--- src/rtl/vga_timing_if.sv ---
// vga_timing_if: raster timing bundle between the timing generator and the
// renderers / VGA connector.
//   pix_ce       pixel tick into the generator
//   DrawX/DrawY  current raster position (10 bits each)
//   blank        1 = visible pixel, 0 = blanking
//   hs/vs        horizontal / vertical sync
//   line_start   one-clock strobe when DrawX becomes 0
//   frame_start  one-clock strobe when (DrawX,DrawY) becomes (0,0)
//   frame_count  completed-frame counter, wraps 255->0
// The master modport is the generator side; slave is the consumer side.
interface vga_timing_if;
    logic       pix_ce;
    logic [9:0] DrawX;
    logic [9:0] DrawY;
    logic       blank;
    logic       hs;
    logic       vs;
    logic       line_start;
    logic       frame_start;
    logic [7:0] frame_count;

    modport master (
        input  pix_ce,
        output DrawX, DrawY, blank, hs, vs, line_start, frame_start, frame_count
    );

    modport slave (
        output pix_ce,
        input  DrawX, DrawY, blank, hs, vs, line_start, frame_start, frame_count
    );
endinterface

--- src/rtl/vga_timing_gen.sv ---
// vga_timing_gen: VGA raster timing generator.
// Ports:
//   vga_clk  pixel-domain clock, all state on the rising edge
//   reset_n  asynchronous active-low reset
//   vga      vga_timing_if.master: pix_ce in; DrawX, DrawY, blank, hs, vs,
//            line_start, frame_start, frame_count out
// Counters and decoded outputs advance only on edges with pix_ce=1. All
// outputs are registered together, so blank/hs/vs always describe the
// DrawX/DrawY currently presented.
module vga_timing_gen #(
    parameter int H_VISIBLE   = 640,
    parameter int H_FRONT     = 16,
    parameter int H_SYNC      = 96,
    parameter int H_BACK      = 48,
    parameter int V_VISIBLE   = 480,
    parameter int V_FRONT     = 10,
    parameter int V_SYNC      = 2,
    parameter int V_BACK      = 33,
    parameter int SYNC_ACTIVE = 0
) (
    input logic          vga_clk,
    input logic          reset_n,
    vga_timing_if.master vga
);

    localparam int H_TOTAL = H_VISIBLE + H_FRONT + H_SYNC + H_BACK;
    localparam int V_TOTAL = V_VISIBLE + V_FRONT + V_SYNC + V_BACK;

    generate
        if (H_TOTAL > 1024 || V_TOTAL > 1024) begin : g_size_check
            $error("vga_timing_gen: H_TOTAL/V_TOTAL exceed 10-bit counter range");
        end
    endgenerate

    localparam logic [9:0] H_LAST = 10'(H_TOTAL - 1);
    localparam logic [9:0] V_LAST = 10'(V_TOTAL - 1);

    // Region bounds held in 11 bits so an end bound of 1024 does not wrap.
    localparam logic [10:0] H_VIS_END = 11'(H_VISIBLE);
    localparam logic [10:0] HS_BEG    = 11'(H_VISIBLE + H_FRONT);
    localparam logic [10:0] HS_END    = 11'(H_VISIBLE + H_FRONT + H_SYNC);
    localparam logic [10:0] V_VIS_END = 11'(V_VISIBLE);
    localparam logic [10:0] VS_BEG    = 11'(V_VISIBLE + V_FRONT);
    localparam logic [10:0] VS_END    = 11'(V_VISIBLE + V_FRONT + V_SYNC);

    localparam logic SYNC_ON  = (SYNC_ACTIVE != 0);
    localparam logic SYNC_OFF = ~SYNC_ON;

    function automatic logic visible_at(input logic [9:0] x, input logic [9:0] y);
        return ({1'b0, x} < H_VIS_END) && ({1'b0, y} < V_VIS_END);
    endfunction

    function automatic logic hs_at(input logic [9:0] x);
        return ({1'b0, x} >= HS_BEG && {1'b0, x} < HS_END) ? SYNC_ON : SYNC_OFF;
    endfunction

    function automatic logic vs_at(input logic [9:0] y);
        return ({1'b0, y} >= VS_BEG && {1'b0, y} < VS_END) ? SYNC_ON : SYNC_OFF;
    endfunction

    logic       running;
    logic [9:0] x_q;
    logic [9:0] y_q;
    logic       blank_q;
    logic       hs_q;
    logic       vs_q;
    logic       line_start_q;
    logic       frame_start_q;
    logic [7:0] frame_count_q;

    logic [9:0] x_ld;
    logic [9:0] y_ld;
    logic       line_ld;
    logic       frame_ld;
    logic       count_inc;

    // Next raster position. Before the first tick the generator parks at
    // (0,0) and that tick re-loads (0,0) with both strobes, without counting
    // a frame.
    always_comb begin
        x_ld      = 10'd0;
        y_ld      = 10'd0;
        line_ld   = 1'b1;
        frame_ld  = 1'b1;
        count_inc = 1'b0;
        if (running) begin
            if (x_q == H_LAST) begin
                x_ld = 10'd0;
                if (y_q == V_LAST) begin
                    y_ld      = 10'd0;
                    count_inc = 1'b1;
                end else begin
                    y_ld     = y_q + 10'd1;
                    frame_ld = 1'b0;
                end
            end else begin
                x_ld     = x_q + 10'd1;
                y_ld     = y_q;
                line_ld  = 1'b0;
                frame_ld = 1'b0;
            end
        end
    end

    // Registered position, decode and strobes, all loaded on the same edge.
    always_ff @(posedge vga_clk or negedge reset_n) begin
        if (!reset_n) begin
            running       <= 1'b0;
            x_q           <= 10'd0;
            y_q           <= 10'd0;
            blank_q       <= 1'b0;
            hs_q          <= SYNC_OFF;
            vs_q          <= SYNC_OFF;
            line_start_q  <= 1'b0;
            frame_start_q <= 1'b0;
            frame_count_q <= 8'd0;
        end else if (vga.pix_ce) begin
            running       <= 1'b1;
            x_q           <= x_ld;
            y_q           <= y_ld;
            blank_q       <= visible_at(x_ld, y_ld);
            hs_q          <= hs_at(x_ld);
            vs_q          <= vs_at(y_ld);
            line_start_q  <= line_ld;
            frame_start_q <= frame_ld;
            if (count_inc) begin
                frame_count_q <= frame_count_q + 8'd1;
            end
        end else begin
            // Strobes last one vga_clk, even when pix_ce is a divided tick.
            line_start_q  <= 1'b0;
            frame_start_q <= 1'b0;
        end
    end

    assign vga.DrawX       = x_q;
    assign vga.DrawY       = y_q;
    assign vga.blank       = blank_q;
    assign vga.hs          = hs_q;
    assign vga.vs          = vs_q;
    assign vga.line_start  = line_start_q;
    assign vga.frame_start = frame_start_q;
    assign vga.frame_count = frame_count_q;

endmodule

--- src/flat_wrapper.sv ---
// flat-port wrapper written by rule: the top's interface ports become plain ports
module vga_timing_gen_flat 
#(
    parameter int H_VISIBLE   = 640,
    parameter int H_FRONT     = 16,
    parameter int H_SYNC      = 96,
    parameter int H_BACK      = 48,
    parameter int V_VISIBLE   = 480,
    parameter int V_FRONT     = 10,
    parameter int V_SYNC      = 2,
    parameter int V_BACK      = 33,
    parameter int SYNC_ACTIVE = 0
)
  (vga_clk, reset_n, vga_pix_ce, vga_DrawX, vga_DrawY, vga_blank, vga_hs, vga_vs, vga_line_start, vga_frame_start, vga_frame_count);
  vga_timing_if vga_i ();
  input logic vga_clk;
  input logic reset_n;
  input wire logic [$bits(vga_i.pix_ce)-1:0] vga_pix_ce;
  output wire logic [$bits(vga_i.DrawX)-1:0] vga_DrawX;
  output wire logic [$bits(vga_i.DrawY)-1:0] vga_DrawY;
  output wire logic [$bits(vga_i.blank)-1:0] vga_blank;
  output wire logic [$bits(vga_i.hs)-1:0] vga_hs;
  output wire logic [$bits(vga_i.vs)-1:0] vga_vs;
  output wire logic [$bits(vga_i.line_start)-1:0] vga_line_start;
  output wire logic [$bits(vga_i.frame_start)-1:0] vga_frame_start;
  output wire logic [$bits(vga_i.frame_count)-1:0] vga_frame_count;
  assign vga_i.pix_ce = vga_pix_ce;
  assign vga_DrawX = vga_i.DrawX;
  assign vga_DrawY = vga_i.DrawY;
  assign vga_blank = vga_i.blank;
  assign vga_hs = vga_i.hs;
  assign vga_vs = vga_i.vs;
  assign vga_line_start = vga_i.line_start;
  assign vga_frame_start = vga_i.frame_start;
  assign vga_frame_count = vga_i.frame_count;
  vga_timing_gen #(.H_VISIBLE(H_VISIBLE), .H_FRONT(H_FRONT), .H_SYNC(H_SYNC), .H_BACK(H_BACK), .V_VISIBLE(V_VISIBLE), .V_FRONT(V_FRONT), .V_SYNC(V_SYNC), .V_BACK(V_BACK), .SYNC_ACTIVE(SYNC_ACTIVE)) u_core (.vga_clk(vga_clk), .reset_n(reset_n), .vga(vga_i));
endmodule
--- config.mk ---
export PLATFORM = sky130hd
export DESIGN_NAME = vga_timing_gen_flat
export DESIGN_NICKNAME = d
export VERILOG_FILES = /design/src/rtl/vga_timing_if.sv /design/src/rtl/vga_timing_gen.sv /design/src/flat_wrapper.sv
export SDC_FILE = /design/constraint.sdc
export NUM_CORES = 1
export LEC_CHECK = 0
export BUFFER_PORTS_ARGS = -buffer_cell sky130_fd_sc_hd__buf_4
export CAP_MARGIN = 10
export CORE_MARGIN = 4
export CORE_UTILIZATION = 25
export CTS_BUF_LIST = sky130_fd_sc_hd__clkbuf_16
export CTS_CLUSTER_SIZE = 16
export DETAILED_ROUTE_END_ITERATION = 8
export GPL_TIMING_DRIVEN = 0
export HOLD_SLACK_MARGIN = 0.15
export SLEW_MARGIN = 20
export SYNTH_ARGS = -nofsm -noshare
export SYNTH_HDL_FRONTEND = slang
export SYNTH_SLANG_ARGS = --single-unit
--- constraint.sdc ---
create_clock -name vga_clk -period 4.6 [get_ports vga_clk]
set_clock_uncertainty 0.1 [all_clocks]
set_input_delay 0 -clock vga_clk [delete_from_list [all_inputs] [get_ports vga_clk]]
set_output_delay 0 -clock vga_clk [all_outputs]
set_load 0.05 [all_outputs]
==> run metrics <==
Tot Pwr 0.0009574 W; Power Density 371.3 nW/um^2; Hold Crit Class input pin to asynchronous set/reset pin; Post-Place Cell Area 2401 sq um; yosys warns 0; multi-input logic area 1076 sq um; ANT cells 0; worst r2r path cells 8; Peak VDD IR 0.0001237 V; final instance area ~2600 sq um; Final Hold Fails 0; CTS max path bufs 2; met3 Use GR under 10%; area delta synth->final 28.25%; post-route ant nets 0; Tmin final 3.271 ns; WP data arrival 3.36 ns; CP max FO 7; Fin Hold WS 0.1585 ns; sequential cell area fraction in the yosys report 42.44%; launching point of the worst reg2reg path u_core.vga.DrawX[0]; R2R Setup Slk 1.33 ns; synthesized area 2011 sq um; share of cells above drive strength 1 19.40%; Top Usage Layer GRT met2; kind of critical path flip-flop to flip-flop; vias in the first global route 1874; clock insertion delay at the later pin of the skew report 0.28 ns; via count 1887; Max Slew Vio Count 0; CTS clk-pin slew, worst paths 0.06 ns; Max Cap Violations 0; Leakage between 1 and 1.5 nW; post-detailed-routing wire length about 5.4 mm; Final period util 71.11%; synthesized flop and latch total 34; # DRC 0; Storage cell area 853.3 sq um; CTS H-tree depth 2; DP HPWL 3.797 mm; Die Area about 9500 sq um; Iter 0 DRT Violations about 130; Std-Cell Rows 32; Ports 36; Vias/cell 5.100; total negative slack 0 ns; Synth cell types 48; Syn Inst Count approximately 220; pin count of the biggest net entering global routing 33; # setup viols final 0; CTS buffer count 5; total global-route track usage 12.11%; routed length per instance 14.63 um; worst r2r dst u_core.vga.vs; slew margin rel. 39.60%; Avg Synthesized Cell Area 9.057 sq um; Die Wd 97.68 um; Crit. End Element flip-flop; Synth Flop Type dfrtp_1; Layout Nets roughly 270; Post-synth EDFFs 0; TritonRoute pass-1 iters 4; Root Driver clkbuf_16; FMAX 305.7 MHz; asr flop ratio synth 100.0%; initial antenna violation count 0; Critical Path RT 4.68 ns; M1 GR Usage approximately 16%; CP Launch Type flip-flop; outcome completed; first-pass GRT wire length 9.384 mm; clock sinks 34; met2 GRT Util 19.03%; GPL Wtd Cong 0.8987; Die H around 98 um; Net Count, Synth around 230; initial core utilization 25.89%; overflow left after global routing 0; post-CTS sizing 0; fillers 839; Tightest Pin Transition 0.8978 ns; area of the core 7767 sq um; PortBufs 35; unrepaired setup endpoints after global routing no; TritonCTS clock tree built
[synth_stat cells, types with 2 or more instances]
| cell | count | area, sq um |
|---|---|---|
| xnor2_1 | 10 | 87.58 |
| and4_1 | 3 | 26.28 |
| nor2_1 | 10 | 37.54 |
| mux2i_1 | 4 | 40.04 |
| nand3_1 | 14 | 70.07 |
| dfrtp_1 | 32 | 800.8 |
| o21ai_0 | 19 | 95.09 |
| nand4_1 | 4 | 25.02 |
| o2bb2ai_1 | 3 | 26.28 |
| inv_1 | 6 | 22.52 |
| o31ai_1 | 5 | 37.54 |
| nor3_1 | 6 | 30.03 |
| and3_1 | 5 | 31.28 |
| xor2_1 | 3 | 26.28 |
| clkbuf_1 | 12 | 45.04 |
| nor4_1 | 5 | 31.28 |
| buf_2 | 2 | 10.01 |
| nand2_1 | 30 | 112.6 |
| o22ai_1 | 3 | 18.77 |
| ha_1 | 4 | 50.05 |
| or3_1 | 2 | 12.51 |
| a21oi_1 | 9 | 45.04 |
| dfstp_2 | 2 | 52.55 |
| o41ai_1 | 4 | 35.03 |
| nand3b_1 | 2 | 15.01 |
[how the worst max path moves through the flow]
| stage | startpoint | end | slack, ns | cells after the start |
|---|---|---|---|---|
| 6_report | u_core.vga.DrawX[0] | u_core.vga.vs | 1.33 | 8 |
| 4_1_cts | u_core.vga.DrawX[0] | u_core.vga.vs | 1.33 | 8 |
| 3_3_place_gp | u_core.vga.DrawX[0] | u_core.vga.vs | 1.33 | 8 |
| 2_1_floorplan | u_core.vga.DrawX[0] | u_core.vga.vs | 1.21 | 8 |
| 5_1_grt | u_core.vga.DrawX[0] | u_core.vga.vs | 1.18 | 8 |
| 3_5_place_dp | u_core.vga.DrawX[0] | u_core.vga.vs | 1.35 | 8 |
[cell usage in the layout (no fill, tap or decap), types with 6 or more instances in the layout]
cell type  Yosys  layout
buf_4          0      35
dfrtp_1       32      32
nand2_1       30      30
o21ai_0       19      19
nand3_1       14      14
clkbuf_1      12      12
nor2_1        10      10
xnor2_1       10      10
a21oi_1        9       9
inv_1          6       7
nor3_1         6       6
[cells by family after synthesis]
kind of cell,count (synthesis),share of synthesized area [%]
mux,5,2.551
simple gates,90,24.02
buf+inv,21,4.044
compound gates,55,18.79
xor+xnor,13,5.663
flops,34,42.44
fa+ha+maj,4,2.489
[critical path: stages (launching register included)]
cell and delay, ns:
dfrtp_1 0.48, ha_1 0.30, nand4_4 0.18, or4_1 0.48
buf_2 0.17, or4_4 0.52, or3b_4 0.39, a2111oi_4 0.39
a41oi_1 0.16
[per-stage QoR]
step           cells  setup slack [ns]  util (%)
2_1_floorplan    222             1.212         -
3_5_place_dp     359             1.351     30.91
4_1_cts          370             1.330     33.20
5_1_grt          370             1.180     33.20
6_report         370             1.329     33.20
3_3_place_gp     359             1.330     30.91
[power by group]
| part | switching (W) | total [W] | internal (W) |
|---|---|---|---|
| logic | 0.000186 | 0.000268 | 0.0000827 |
| registers | 0.0000439 | 0.000370 | 0.000326 |
| clock network | 0.000123 | 0.000319 | 0.000196 |
[flip-flops by register name (all words and copies together) (netlist names)]
| name | count |
|---|---|
| u_core.vga.blank | 1 |
| u_core.running | 1 |
| u_core.vga.frame_start | 1 |
| u_core.vga.vs | 1 |
| u_core.vga.frame_count | 8 |
| u_core.vga.DrawY | 10 |
| u_core.vga.line_start | 1 |
| u_core.vga.DrawX | 10 |
| u_core.vga.hs | 1 |
[layer usage]
layer,vias up,routed length [um]
met5,-,0
met4,0,59
met3,7,333
met2,69,2487
met1,899,2533
li1,912,-
[what timing repair did]
| action | CTS | global route |
|---|---|---|
| setup buffers | 0 | 0 |
| hold buffers | 3 | 0 |
| endpoints found under the hold margin | 37 | 0 |
[final cells by class]
cell class              instances  share of cell area [%]
inverters                       6                  0.8734
plain buffers                  15                   2.280
repair buffers                 38                   11.74
well taps                     102                   4.949
flip-flops and latches         34                   33.09
clock buffers                   5                   4.852
multi-input cells             167                   41.73
clock inverters                 3                  0.4852
(Power assumes the default switching activity.)
